<file path="src/rtl/imm_encoder.sv">
// rtl/imm_encoder.sv - iterative immediate encoder (rotated, memory offset, branch offset formats)
module imm_encoder (
    input  logic        clk,
    input  logic        rst_n,
    input  logic        in_valid,
    output logic        in_ready,
    input  logic [31:0] value,
    input  logic [1:0]  imm_src,
    output logic        out_valid,
    input  logic        out_ready,
    output logic [23:0] immediate,
    output logic        ok
);

    typedef enum logic [1:0] {
        IDLE   = 2'd0,
        SEARCH = 2'd1,
        DONE   = 2'd2
    } state_t;

    localparam logic [1:0] SRC_DP  = 2'd0;
    localparam logic [1:0] SRC_MEM = 2'd1;
    localparam logic [1:0] SRC_BR  = 2'd2;

    state_t      state, state_n;
    logic [31:0] rot, rot_n;
    logic [1:0]  src, src_n;
    logic [3:0]  r, r_n;
    logic [23:0] imm_n;
    logic        ok_n;
    logic        br_sign_ok;

    assign in_ready  = (state == IDLE);
    assign out_valid = (state == DONE);

    // Branch offsets must sign-extend from bit 25: bits 31..25 all ones or all zeros.
    assign br_sign_ok = (&rot[31:25]) | ~(|rot[31:25]);

    // State register and captured request/result; reset discards any request in flight.
    always_ff @(posedge clk or negedge rst_n) begin
        if (!rst_n) begin
            state     <= IDLE;
            rot       <= 32'd0;
            src       <= 2'd0;
            r         <= 4'd0;
            immediate <= 24'd0;
            ok        <= 1'b0;
        end else begin
            state     <= state_n;
            rot       <= rot_n;
            src       <= src_n;
            r         <= r_n;
            immediate <= imm_n;
            ok        <= ok_n;
        end
    end

    // Next-state and datapath: one rotation tried per SEARCH cycle, smallest rotation wins.
    always_comb begin
        state_n = state;
        rot_n   = rot;
        src_n   = src;
        r_n     = r;
        imm_n   = immediate;
        ok_n    = ok;
        case (state)
            IDLE: begin
                if (in_valid) begin
                    rot_n   = value;
                    src_n   = imm_src;
                    r_n     = 4'd0;
                    imm_n   = 24'd0;
                    ok_n    = 1'b0;
                    state_n = SEARCH;
                end
            end
            SEARCH: begin
                state_n = DONE;
                case (src)
                    SRC_DP: begin
                        if (rot[31:8] == 24'd0) begin
                            imm_n = {12'd0, r, rot[7:0]};
                            ok_n  = 1'b1;
                        end else if (r == 4'd15) begin
                            imm_n = 24'd0;
                            ok_n  = 1'b0;
                        end else begin
                            state_n = SEARCH;
                            rot_n   = {rot[29:0], rot[31:30]};
                            r_n     = r + 4'd1;
                        end
                    end
                    SRC_MEM: begin
                        ok_n  = (rot[31:12] == 20'd0);
                        imm_n = (rot[31:12] == 20'd0) ? {12'd0, rot[11:0]} : 24'd0;
                    end
                    SRC_BR: begin
                        ok_n  = (rot[1:0] == 2'd0) && br_sign_ok;
                        imm_n = ((rot[1:0] == 2'd0) && br_sign_ok) ? rot[25:2] : 24'd0;
                    end
                    default: begin
                        ok_n  = 1'b0;
                        imm_n = 24'd0;
                    end
                endcase
            end
            DONE: begin
                if (out_ready) begin
                    state_n = IDLE;
                end
            end
            default: state_n = IDLE;
        endcase
    end

endmodule

</file>
<file path="config.mk">
export PLATFORM = sky130hd
export DESIGN_NAME = imm_encoder
export DESIGN_NICKNAME = d
export VERILOG_FILES = /design/src/rtl/imm_encoder.sv
export SDC_FILE = /design/constraint.sdc
export NUM_CORES = 1
export LEC_CHECK = 0
export ABC_AREA = 1
export CORE_ASPECT_RATIO = 1.4
export CORE_UTILIZATION = 40
export CTS_BUF_LIST = sky130_fd_sc_hd__clkbuf_16
export DETAILED_ROUTE_END_ITERATION = 16
export GPL_ROUTABILITY_DRIVEN = 0
export PLACE_DENSITY = 0.74
export SLEW_MARGIN = 25
export SYNTH_ARGS = -nofsm -noshare
export SYNTH_HDL_FRONTEND = slang
export SYNTH_SLANG_ARGS = --single-unit
export TNS_END_PERCENT = 20
</file>
<file path="constraint.sdc">
create_clock -name clk -period 1.49 [get_ports clk]
set_clock_uncertainty 0.05 [all_clocks]
set_input_delay 0.298 -clock clk [delete_from_list [all_inputs] [get_ports clk]]
set_output_delay 0.298 -clock clk [all_outputs]
set_load 0.05 [all_outputs]
</file>
==> results of run 1 <==
==> cell usage after synthesis <==
| master | instances |
|---|---|
| sky130_fd_sc_hd__buf_1 | 2 |
| sky130_fd_sc_hd__buf_2 | 11 |
| sky130_fd_sc_hd__buf_6 | 5 |
| sky130_fd_sc_hd__clkbuf_1 | 3 |
| sky130_fd_sc_hd__clkinv_1 | 1 |
| sky130_fd_sc_hd__dfrtp_1 | 65 |
| sky130_fd_sc_hd__ha_1 | 1 |
| sky130_fd_sc_hd__inv_1 | 15 |
| sky130_fd_sc_hd__inv_2 | 1 |
| sky130_fd_sc_hd__nand2_1 | 248 |
| sky130_fd_sc_hd__nand2_2 | 2 |
| sky130_fd_sc_hd__nand3_1 | 60 |
| sky130_fd_sc_hd__nand3_2 | 1 |
| sky130_fd_sc_hd__nand4_1 | 8 |
| sky130_fd_sc_hd__nor2_1 | 27 |
| sky130_fd_sc_hd__nor2_2 | 5 |
| sky130_fd_sc_hd__nor2_4 | 3 |
| sky130_fd_sc_hd__nor3_1 | 1 |
| sky130_fd_sc_hd__nor3_2 | 1 |
| sky130_fd_sc_hd__o21ai_0 | 17 |
| sky130_fd_sc_hd__o21ai_1 | 5 |
| sky130_fd_sc_hd__o21ai_2 | 1 |
| sky130_fd_sc_hd__o31ai_1 | 1 |
| sky130_fd_sc_hd__xor2_1 | 1 |
==> kinds of logic (layout without fill, tap and decap cells) <==
| kind of cell | after synthesis | count (layout) | synth area share [%] |
|---|---|---|---|
| xor gates and xnor gates | 1 | 1 | 0.254 |
| DFF | 65 | 65 | 47.1 |
| and+or+nand+nor | 356 | 356 | 43.0 |
| adders and majority gates | 1 | 1 | 0.362 |
| buffers and inverters | 38 | 158 | 5.62 |
| AOI/OAI and AO/OA | 24 | 24 | 3.66 |
==> sequential cells by signal, indices dropped and copies added (netlist names) <==
name	flops
ok	1
r	4
src	2
rot	32
state	2
immediate	24
==> layout make-up <==
| class | count | area, um2 | area share (%) |
|---|---|---|---|
| Multi-Input combinational cell | 382 | 1760 | 32.7 |
| Tap cell | 102 | 128 | 2.37 |
| Inverter | 17 | 65.1 | 1.21 |
| Clock inverter | 7 | 85.1 | 1.58 |
| Sequential cell | 65 | 1630 | 30.3 |
| Timing Repair Buffer | 125 | 1490 | 27.7 |
| Clock buffer | 9 | 225 | 4.18 |
==> metal layers <==
metal	vias to the layer above	global-route usage, %	wire (um)
li1	1769	-	-
met1	1742	27.2	3970
met2	166	39.8	5560
met3	34	3.85	648
met4	0	11.2	295
met5	-	0	0
==> placed cells by master, fill, tap and decap left out, types with 7 or more instances in the layout <==
cell type / count
sky130_fd_sc_hd__dfrtp_1: 63
sky130_fd_sc_hd__clkdlybuf4s50_1: 36
sky130_fd_sc_hd__buf_12: 32
sky130_fd_sc_hd__nand2_2: 15
sky130_fd_sc_hd__o21ai_1: 7
sky130_fd_sc_hd__nor2_4: 8
sky130_fd_sc_hd__nor2_1: 20
sky130_fd_sc_hd__o21ai_0: 14
sky130_fd_sc_hd__inv_1: 14
sky130_fd_sc_hd__clkbuf_16: 12
sky130_fd_sc_hd__buf_4: 49
sky130_fd_sc_hd__nand4_1: 8
sky130_fd_sc_hd__nor2_2: 7
sky130_fd_sc_hd__nand3_1: 60
sky130_fd_sc_hd__nand2_1: 231
==> power breakdown <==
group          switching (mW)  internal, mW  leakage [nW]
combinational            2.89          2.04          1.71
clock                   0.767          1.44         0.150
sequential              0.466          2.27         0.851
total                    4.12          5.76          2.71
==> worst max-delay path: cells and delay by family (launching register included) <==
family                 cells  cell delay (ps)
and+or+nand+nor            9             1020
buffers and inverters      1              220
DFF                        1              380
==> path summary, 6_finish.rpt <==
check                      cells after the start  startpoint       endpoint  slack, ps
setup / recovery                              10     rot[16]        rot[22]       -250
hold / removal                                 2       rst_n  immediate[14]        360
setup reg to reg                              10     rot[16]        rot[22]       -250
hold reg to reg                                1    state[0]       state[1]        520
max in group asynchronous                      3       rst_n   immediate[6]        550
min in group clk                               3  imm_src[1]         src[1]        480
==> metrics by stage <==
step	total power, mW	area [um2]	setup TNS, ps	util [%]	setup WS, ps
2_1_floorplan	5.11	3470	-51.7	-	-4.17
3_3_place_gp	6.70	4830	-4930	58.5	-112
3_5_place_dp	6.84	4830	-8050	58.5	-170
4_1_cts	9.13	5160	-7220	62.6	-163
5_1_grt	10.5	5390	-16960	65.3	-318
6_report	9.88	5390	-11580	65.3	-247
==> what timing repair did <==
item | 4_1_cts | 5_1_grt
setup endpoints to repair | 64 | 64
pin swaps | 0 | 22
resized for setup | 5 | 34
hold buffers | 1 | 0
hold endpoints to repair | 11 | 0
gates cloned | 0 | 4
buffers inserted | 0 | 4
==> impl_results.rst, run 1 <==
.. list-table::
   :header-rows: 1

   * - Metric
     - Value
   * - Overall Global Routing Usage
     - 23.1%
   * - Min-delay worst type
     - in2async
   * - Largest net degree at the start of global routing
     - 36
   * - Clock tree from TritonCTS
     - done
   * - Final Cycle Share
     - 117%
   * - Area of the core region
     - 8250 um2
   * - Die outline width
     - 80.5 um
   * - Top cells by area in the synthesized netlist
     - sky130_fd_sc_hd__dfrtp_1, sky130_fd_sc_hd__nand2_1, sky130_fd_sc_hd__nand3_1, sky130_fd_sc_hd__nor2_1, sky130_fd_sc_hd__o21ai_0
   * - Fraction of synthesized cell area taken by the top area cell type
     - 47.1%
   * - Leakage power summed over all cells
     - 2.71 nW
   * - Status
     - finished with violations
   * - RSZ-0062 raised after global routing
     - true
   * - Share of layout cells above drive strength 1
     - 24.1%
   * - Violation count after the first detailed-routing iteration
     - 539
   * - Cell type with the largest total area after synthesis
     - sky130_fd_sc_hd__dfrtp_1
   * - Final WL
     - 10,500 um
   * - Final-stage net count
     - 639
   * - Antenna Diode Count
     - 0
   * - Clk_lat worst skew
     - 340 ps
   * - Die H
     - 112 um
   * - Flop and latch count out of synthesis
     - 65
   * - Cell chain of the critical path
     - nor2_1 > nand2_1 > nor2_4 > nand3_4 > nand2_4 > nor2_4 > nor2_4 > clkbuf_16 > nand2_1 > nand2_1
   * - Shortest period the worst path allows
     - 1740 ps
   * - Residual DRC count
     - 0
   * - Number of global-route vias before repair
     - 3,603
   * - Total via count after detailed routing
     - 3,711
   * - Leftover overflow at the end of global routing
     - 0
   * - Cell area after technology mapping
     - 3450 um2
   * - Cell Count, Final, Fillers Out
     - 707
   * - Post-Syn Nets
     - 524
   * - Starting density of the core
     - 41.9%
   * - Boundary Pins
     - 65
   * - Root buffer cell
     - sky130_fd_sc_hd__clkbuf_16
   * - Average footprint of a synthesized cell
     - 7.12 um2
   * - Data arrival time of the critical path
     - 1960 ps
   * - Highest clock frequency the design can meet
     - 0.576 GHz
   * - Hpwl dp
     - 6890 um
   * - Sequential-to-total area share from yosys stat
     - 47.1%
   * - Number of filler cells placed in the layout
     - 655
   * - DIE AREA
     - 9010 um2
   * - Pins Over Slew Limit
     - 0
   * - Critical Path Start Type
     - register
   * - Maximum root-to-sink buffer count
     - 2
   * - Number of vias per cell after detailed routing
     - 5.25
   * - Violated checks
     - negative setup slack
   * - Placed insts
     - 682
   * - Power density over the cells
     - 1830 nW/um2
   * - Maximum single-stage delay on the critical path
     - 380 ps
   * - Final-report setup violation count
     - 63
   * - Std-Cell Rows
     - 39
   * - Number of buffers created by CTS
     - 9
   * - Worst Tran Pin Value
     - 470 ps
   * - Detailed-router iteration count before antenna repair
     - 5
   * - Number of port buffers
     - 64
   * - Max transition margin
     - 68.6%
   * - PnR worst setup slack
     - -247 ps
   * - Crit path max fanout
     - 8
   * - Number of unique standard cell types used by synthesis
     - 24
   * - Number of antenna-violating nets in the routed design
     - 0
   * - Synthesized instance count
     - 485
   * - Count of synthesis-stage warnings from yosys
     - 0
   * - Worst hold margin
     - 365 ps
   * - Initial antenna violation count
     - 0
   * - Crit path capture type
     - register
   * - Peak ir drop on the vdd network
     - 1780 uV
   * - Worst-path cell with the longest stage delay
     - sky130_fd_sc_hd__dfrtp_1
   * - Global-route wire length before repair
     - 16,100 um
   * - Data required time at the worst endpoint
     - 1710 ps
   * - Critical path class
     - reg2reg
   * - Count of maximum capacitance violations
     - 0
   * - Clock-pin transition on the worst setup and hold timing paths
     - 50 ps
   * - Count of endpoints failing hold in the final timing report
     - 0
   * - Wire length per cell after detailed routing
     - 14.8 um
   * - Clk sink count
     - 65
   * - H-tree depth
     - 3
   * - Area growth, synth to finish
     - 55.9%
Power figures use the tool's default switching activity.
==> inputs of run 2 (changes only) <==
--- a/config.mk
+++ b/config.mk
@@ -12,6 +12,7 @@
 export DETAILED_ROUTE_END_ITERATION = 16
 export GPL_ROUTABILITY_DRIVEN = 0
 export PLACE_DENSITY = 0.74
+export SKIP_CTS_REPAIR_TIMING = 1
 export SLEW_MARGIN = 25
 export SYNTH_ARGS = -nofsm -noshare
 export SYNTH_HDL_FRONTEND = slang
==> impl_results.rst, run 2 (synthesized netlist as in run 1, its figures left out) <==
.. list-table::
   :header-rows: 1

   * - Metric
     - Value
   * - Hpwl dp
     - 6890 um (unchanged)
   * - Leftover overflow at the end of global routing
     - 0 (unchanged)
   * - Crit path max fanout
     - 8 (unchanged)
   * - Net switching share of the total power
     - 41.6% (was 41.7%)
   * - Final Cycle Share
     - 117% (about the same)
   * - Status
     - finished with violations (unchanged)
   * - Final setup TNS
     - -12,670 ps (was -11,580 ps)
   * - Critical Path Start Type
     - register (unchanged)
   * - Clk sink count
     - 65 (unchanged)
   * - Antenna Diode Count
     - 0 (unchanged)
   * - Final-report setup violation count
     - 63 (unchanged)
   * - Cell type group with the largest total delay on the critical path
     - simple AND/OR/NAND/NOR gates (unchanged)
   * - Total via count after detailed routing
     - 3,737 (was 3,711)
   * - Max transition margin
     - 68.3% (was 68.6%)
   * - CP bufs+invs
     - 1 (unchanged)
   * - Data arrival time of the critical path
     - 1970 ps (was 1960 ps)
   * - H-tree depth
     - 3 (unchanged)
   * - Starting density of the core
     - 41.9% (unchanged)
   * - Commonest non-fill, non-tap cells in the layout
     - sky130_fd_sc_hd__nand2_1, sky130_fd_sc_hd__dfrtp_1, sky130_fd_sc_hd__nand3_1 (unchanged)
   * - Number of buffers created by CTS
     - 9 (unchanged)
   * - FF+latch area
     - 1630 um2 (unchanged)
   * - Overall Global Routing Usage
     - 23.1% (unchanged)
   * - Clock network fraction of design power
     - 22.5% (was 22.4%)
   * - Count of endpoints failing hold in the final timing report
     - 0 (unchanged)
   * - Number of global-route vias before repair
     - 3,585 (was 3,603)
   * - Violation count after the first detailed-routing iteration
     - 457 (was 539)
   * - Reg-to-reg endpoint
     - rot[22] (unchanged)
   * - Initial antenna violation count
     - 0 (unchanged)
   * - Final non-filler cell area
     - 5370 um2 (was 5390 um2)
   * - Biggest regs
     - rot x32, immediate x24, r x4 (unchanged)
   * - Number of vias per cell after detailed routing
     - 5.29 (was 5.25)
   * - Number of port buffers
     - 64 (unchanged)
   * - Maximum root-to-sink buffer count
     - 2 (unchanged)
   * - Worst-path cell with the longest stage delay
     - sky130_fd_sc_hd__dfrtp_1 (unchanged)
   * - Area of the core region
     - 8250 um2 (unchanged)
   * - Max FFs per register
     - 32 (unchanged)
   * - Net switching power of the design
     - 4.08 mW (was 4.12 mW)
   * - Combinational fraction of design power
     - 49.7% (was 49.9%)
   * - Die H
     - 112 um (unchanged)
   * - Largest Register
     - rot (unchanged)
   * - DIE AREA
     - 9010 um2 (unchanged)
   * - Reg2reg path depth
     - 10 (unchanged)
   * - Largest net degree at the start of global routing
     - 36 (unchanged)
   * - Leakage power summed over all cells
     - 2.71 nW (about the same)
   * - Number of antenna-violating nets in the routed design
     - 0 (unchanged)
   * - Clock tree from TritonCTS
     - done (unchanged)
   * - Global-route wire length before repair
     - 16,100 um (about the same)
   * - Number of filler cells placed in the layout
     - 668 (was 655)
   * - Clk_lat worst skew
     - 330 ps (was 340 ps)
   * - Power share of the sequential group
     - 27.8% (was 27.7%)
   * - Placement-stage cell area
     - 4830 um2 (unchanged)
   * - Maximum single-stage delay on the critical path
     - 380 ps (about the same)
   * - Root buffer cell
     - sky130_fd_sc_hd__clkbuf_16 (unchanged)
   * - Final-stage net count
     - 638 (was 639)
   * - Boundary Pins
     - 65 (unchanged)
   * - Violated checks
     - negative setup slack (unchanged)
   * - RR Startpoint
     - rot[16] (unchanged)
   * - Shortest period the worst path allows
     - 1740 ps (about the same)
   * - Setup WS pre-CTS
     - -170 ps (unchanged)
   * - Peak ir drop on the vdd network
     - 1750 uV (was 1780 uV)
   * - Std-Cell Rows
     - 39 (unchanged)
   * - Reg-to-reg slack, setup
     - -250 ps (about the same)
   * - Most common cell after layout, fill and taps aside
     - sky130_fd_sc_hd__nand2_1 (unchanged)
   * - Detailed-router iteration count before antenna repair
     - 7 (was 5)
   * - Share of layout cells above drive strength 1
     - 23.8% (was 24.1%)
   * - Levels on crit path
     - 10 (unchanged)
   * - Wire length per cell after detailed routing
     - 14.8 um (about the same)
   * - Die outline width
     - 80.5 um (unchanged)
   * - PnR worst setup slack
     - -255 ps (was -247 ps)
   * - Area of the multi-input gates
     - 1750 um2 (was 1760 um2)
   * - Start point of the critical path
     - rot[16] (unchanged)
   * - Worst hold margin
     - 366 ps (was 365 ps)
   * - Placed insts
     - 682 (unchanged)
   * - RSZ-0062 raised after global routing
     - true (unchanged)
   * - Highest clock frequency the design can meet
     - 0.573 GHz (was 0.576 GHz)
   * - Crit path capture type
     - register (unchanged)
   * - Pins Over Slew Limit
     - 0 (unchanged)
   * - Cell Count, Final, Fillers Out
     - 706 (was 707)
   * - Final WL
     - 10,400 um (was 10,500 um)
   * - Cell chain of the critical path
     - nor2_1 > nand2_1 > nor2_4 > nand3_4 > nand2_4 > nor2_4 > nor2_4 > clkbuf_16 > nand2_1 > nand2_1 (unchanged)
   * - Area growth, synth to finish
     - 55.4% (was 55.9%)
   * - Design internal power
     - 5.73 mW (was 5.76 mW)
   * - Min-delay worst type
     - in2async (unchanged)
   * - Power density over the cells
     - 1830 nW/um2 (about the same)
   * - Capturing instance or port of the critical path
     - rot[22] (unchanged)
   * - Worst Tran Pin Value
     - 473 ps (was 470 ps)
   * - Clock-pin transition on the worst setup and hold timing paths
     - 50 ps (about the same)
   * - Count of maximum capacitance violations
     - 0 (unchanged)
   * - Residual DRC count
     - 0 (unchanged)
   * - Data required time at the worst endpoint
     - 1710 ps (about the same)
   * - Critical path class
     - reg2reg (unchanged)
[run 2: cell types whose count changed in the layout (fill, tap and decap cells not counted), sizes merged]
cell / change
buf: -1
[run 2: through the flow]
stage	utilization [%]	total power [mW]
final	65.1	9.81
after global routing	65.1	10.4
after CTS	62.3	9.11
after detailed placement	58.5	6.84
after global placement	58.5	6.70
after floorplan	-	5.11
[run 2: worst register-to-register path: cells and delay by family, from the launching register on]
kind                   cells  cell delay (ps)
flip-flops                 1              380
buffers and inverters      1              220
AND/OR/NAND/NOR            9             1040
[run 2: worst min path at each step]
stage / from / endpoint / slack (ps) / cells after the start
after CTS: rst_n / immediate[12] / -180 / 1
after global placement: rst_n / immediate[14] / 170 / 1
after floorplan: rst_n / immediate[0] / -50 / 0
after global routing: rst_n / immediate[22] / 410 / 2
final: rst_n / immediate[14] / 370 / 2
after detailed placement: rst_n / immediate[12] / 180 / 1
[run 2: final cells by class]
cell class / instances / area share (%)
flip-flops and latches: 65 / 30.4
multi-input cells: 382 / 32.7
clock inverters: 7 / 1.59
well taps: 102 / 2.38
clock buffers: 9 / 4.20
repair buffers: 124 / 27.6
inverters: 17 / 1.21
[run 2: power groups by stage]
stage          combinational (mW)  sequential, mW  clock (mW)
5_1_grt                      5.31            2.78        2.31
3_5_place_dp                 4.14            2.71           0
3_3_place_gp                 4.02            2.68           0
4_1_cts                      4.18            2.69        2.24
2_1_floorplan                2.37            2.74           0
6_report                     4.88            2.73        2.20
[run 2: metal layers]
metal	wire [um]	GRT usage (%)
met5	0	0
met4	340	11.0
met3	572	3.69
met2	5610	39.7
met1	3900	27.6
==> inputs of run 3 (changes only) <==
--- a/config.mk
+++ b/config.mk
@@ -7,12 +7,15 @@
 export LEC_CHECK = 0
 export ABC_AREA = 1
 export CORE_ASPECT_RATIO = 1.4
+export CORE_MARGIN = 5
 export CORE_UTILIZATION = 40
 export CTS_BUF_LIST = sky130_fd_sc_hd__clkbuf_16
 export DETAILED_ROUTE_END_ITERATION = 16
 export GPL_ROUTABILITY_DRIVEN = 0
+export GPL_TIMING_DRIVEN = 0
 export PLACE_DENSITY = 0.74
 export SKIP_CTS_REPAIR_TIMING = 1
+export SKIP_LAST_GASP = 1
 export SLEW_MARGIN = 25
 export SYNTH_ARGS = -nofsm -noshare
 export SYNTH_HDL_FRONTEND = slang
==> impl_results.rst, run 3 (synthesized netlist as in run 1, its figures left out) <==
.. list-table::
   :header-rows: 1

   * - Metric
     - Value
   * - Maximum root-to-sink buffer count
     - 2 (unchanged)
   * - Crit path max fanout
     - 2 (was 8)
   * - Power density over the cells
     - 1890 nW/um2 (was 1830 nW/um2)
   * - Wire length per cell after detailed routing
     - 15.7 um (was 14.8 um)
   * - PnR worst setup slack
     - -372 ps (was -255 ps)
   * - GR peak layer
     - met2 (unchanged)
   * - Levels on crit path
     - 1 (was 10)
   * - Detailed-router iteration count before antenna repair
     - 5 (was 7)
   * - Peak ir drop on the vdd network
     - 1030 uV (was 1750 uV)
   * - Clock-pin transition on the worst setup and hold timing paths
     - 60 ps (was 50 ps)
   * - Boundary Pins
     - 65 (unchanged)
   * - Area of the core region
     - 8510 um2 (was 8250 um2)
   * - Worst hold margin
     - 313 ps (was 366 ps)
   * - Clock tree from TritonCTS
     - done (unchanged)
   * - Residual DRC count
     - 0 (unchanged)
   * - Critical path class
     - reg2out (was reg2reg)
   * - Count of maximum capacitance violations
     - 0 (unchanged)
   * - Design internal power
     - 5.73 mW (about the same)
   * - Max FFs per register
     - 32 (unchanged)
   * - Antenna Diode Count
     - 0 (unchanged)
   * - Start point of the critical path
     - immediate[12] (was rot[16])
   * - Largest Register
     - rot (unchanged)
   * - Shortest period the worst path allows
     - 1860 ps (was 1740 ps)
   * - Data arrival time of the critical path
     - 1510 ps (was 1970 ps)
   * - Number of antenna-violating nets in the routed design
     - 0 (unchanged)
   * - Hpwl dp
     - 7020 um (was 6890 um)
   * - Total chip power
     - 9.86 mW (was 9.81 mW)
   * - Highest clock frequency the design can meet
     - 0.537 GHz (was 0.573 GHz)
   * - FF+latch area
     - 1630 um2 (about the same)
   * - Largest net degree at the start of global routing
     - 56 (was 36)
   * - Met2 track demand over resource
     - 32.2% (was 39.7%)
   * - Data required time at the worst endpoint
     - 1140 ps (was 1710 ps)
   * - Core occupancy in the finished layout
     - 61.2% (was 65.1%)
   * - Cell chain of the critical path
     - clkdlybuf4s50_1 (was nor2_1 > nand2_1 > nor2_4 > nand3_4 > nand2_4 > nor2_4 > nor2_4 > clkbuf_16 > nand2_1 > nand2_1)
   * - Critical Path Start Type
     - register (unchanged)
   * - Final WL
     - 11,000 um (was 10,400 um)
   * - Capturing instance or port of the critical path
     - immediate[12] (was rot[22])
   * - H-tree depth
     - 3 (unchanged)
   * - Most common cell after layout, fill and taps aside
     - sky130_fd_sc_hd__nand2_1 (unchanged)
   * - Count of endpoints failing hold in the final timing report
     - 0 (unchanged)
   * - Worst-path cell with the longest stage delay
     - sky130_fd_sc_hd__clkdlybuf4s50_1 (was sky130_fd_sc_hd__dfrtp_1)
   * - Number of port buffers
     - 64 (unchanged)
   * - Leakage power summed over all cells
     - 2.76 nW (was 2.71 nW)
   * - Worst Tran Pin Value
     - 547 ps (was 473 ps)
   * - Violated checks
     - negative setup slack (unchanged)
   * - Final Cycle Share
     - 125% (was 117%)
   * - Max transition margin
     - 63.5% (was 68.3%)
   * - Area growth, synth to finish
     - 50.8% (was 55.4%)
   * - Final non-filler cell area
     - 5210 um2 (was 5370 um2)
   * - Leftover overflow at the end of global routing
     - 0 (unchanged)
   * - Total via count after detailed routing
     - 3,645 (was 3,737)
   * - GRT met3 Usage
     - 2.75% (was 3.69%)
   * - Placement-stage cell area
     - 4270 um2 (was 4830 um2)
   * - Biggest regs
     - rot x32, immediate x24, r x4 (unchanged)
   * - Number of global-route vias before repair
     - 3,361 (was 3,585)
   * - Number of vias per cell after detailed routing
     - 5.21 (was 5.29)
   * - Power share of the sequential group
     - 29.6% (was 27.8%)
   * - Setup WS pre-CTS
     - -313 ps (was -170 ps)
   * - Status
     - finished with violations (unchanged)
   * - Final-report setup violation count
     - 84 (was 63)
   * - Clock network fraction of design power
     - 26.0% (was 22.5%)
   * - Reg2reg path depth
     - 10 (unchanged)
   * - Reg-to-reg slack, setup
     - -280 ps (was -250 ps)
   * - Die H
     - 120 um (was 112 um)
   * - CP bufs+invs
     - 1 (unchanged)
   * - Final-stage net count
     - 628 (was 638)
   * - Min-delay worst type
     - in2async (unchanged)
   * - Root buffer cell
     - sky130_fd_sc_hd__clkbuf_16 (unchanged)
   * - RR Startpoint
     - rot[18] (was rot[16])
   * - Combinational fraction of design power
     - 44.4% (was 49.7%)
   * - Share of layout cells above drive strength 1
     - 23.4% (was 23.8%)
   * - Starting density of the core
     - 40.6% (was 41.9%)
   * - RSZ-0062 raised after global routing
     - true (unchanged)
   * - Violation count after the first detailed-routing iteration
     - 296 (was 457)
   * - Clk sink count
     - 65 (unchanged)
   * - Met1 GRT Util
     - 23.6% (was 27.6%)
   * - Die outline width
     - 88.5 um (was 80.5 um)
   * - Net switching share of the total power
     - 41.9% (was 41.6%)
   * - Area of the multi-input gates
     - 1920 um2 (was 1750 um2)
   * - Cell type group with the largest total delay on the critical path
     - buffers and inverters (was simple AND/OR/NAND/NOR gates)
   * - Overall Global Routing Usage
     - 19.2% (was 23.1%)
   * - Std-Cell Rows
     - 40 (was 39)
   * - Number of filler cells placed in the layout
     - 727 (was 668)
   * - Clk_lat worst skew
     - 340 ps (was 330 ps)
   * - Commonest non-fill, non-tap cells in the layout
     - sky130_fd_sc_hd__nand2_1, sky130_fd_sc_hd__dfrtp_1, sky130_fd_sc_hd__clkdlybuf4s50_1 (was sky130_fd_sc_hd__nand2_1, sky130_fd_sc_hd__dfrtp_1, sky130_fd_sc_hd__nand3_1)
   * - Net switching power of the design
     - 4.13 mW (was 4.08 mW)
   * - Pins Over Slew Limit
     - 0 (unchanged)
   * - DIE AREA
     - 10,600 um2 (was 9010 um2)
   * - Maximum single-stage delay on the critical path
     - 810 ps (was 380 ps)
   * - Global-route wire length before repair
     - 15,900 um (was 16,100 um)
   * - Initial antenna violation count
     - 0 (unchanged)
   * - Number of buffers created by CTS
     - 9 (unchanged)
   * - Crit path capture type
     - output pin (was register)
   * - Reg-to-reg endpoint
     - immediate[2] (was rot[22])
-- run 3: metal layers --
layer  vias to the layer above  share of wire [%]
met4                         0                3.4
met1                      1732                 39
met5                         -                  0
met3                        32                5.5
li1                       1760                  -
met2                       121                 53
-- run 3: cell type report --
class                   instances  area share [%]
plain buffers                  21            2.91
clock buffers                   9            4.32
repair buffers                 93            18.2
flip-flops and latches         65            31.4
inverters                      17            1.27
clock inverters                 7            2.57
well taps                     105            2.52
multi-input cells             382            36.8
-- run 3: worst min-delay path by stage --
stage,from,end,slack [ps],cells past startpoint
2_1_floorplan,rst_n,immediate[0],-50,0
4_1_cts,rst_n,immediate[15],-250,1
3_5_place_dp,rst_n,immediate[15],100,1
6_report,rst_n,immediate[15],310,2
3_3_place_gp,rot[22],rot[22],430,2
5_1_grt,rst_n,immediate[15],320,2
-- run 3: through the flow --
stage / std cells / setup TNS [ps]
finish: 699 / -19610
global route: 699 / -26220
CTS: 671 / -26080
detailed placement: 655 / -13990
global placement: 654 / -142520
floorplan: 485 / -51.7
-- run 3: power by group through the flow --
stage	registers [mW]	clock network, mW	logic, mW
2_1_floorplan	2.74	0	2.37
6_report	2.92	2.56	4.38
4_1_cts	2.86	2.57	3.30
5_1_grt	2.96	2.65	4.81
3_3_place_gp	2.86	0	3.16
3_5_place_dp	2.88	0	3.26
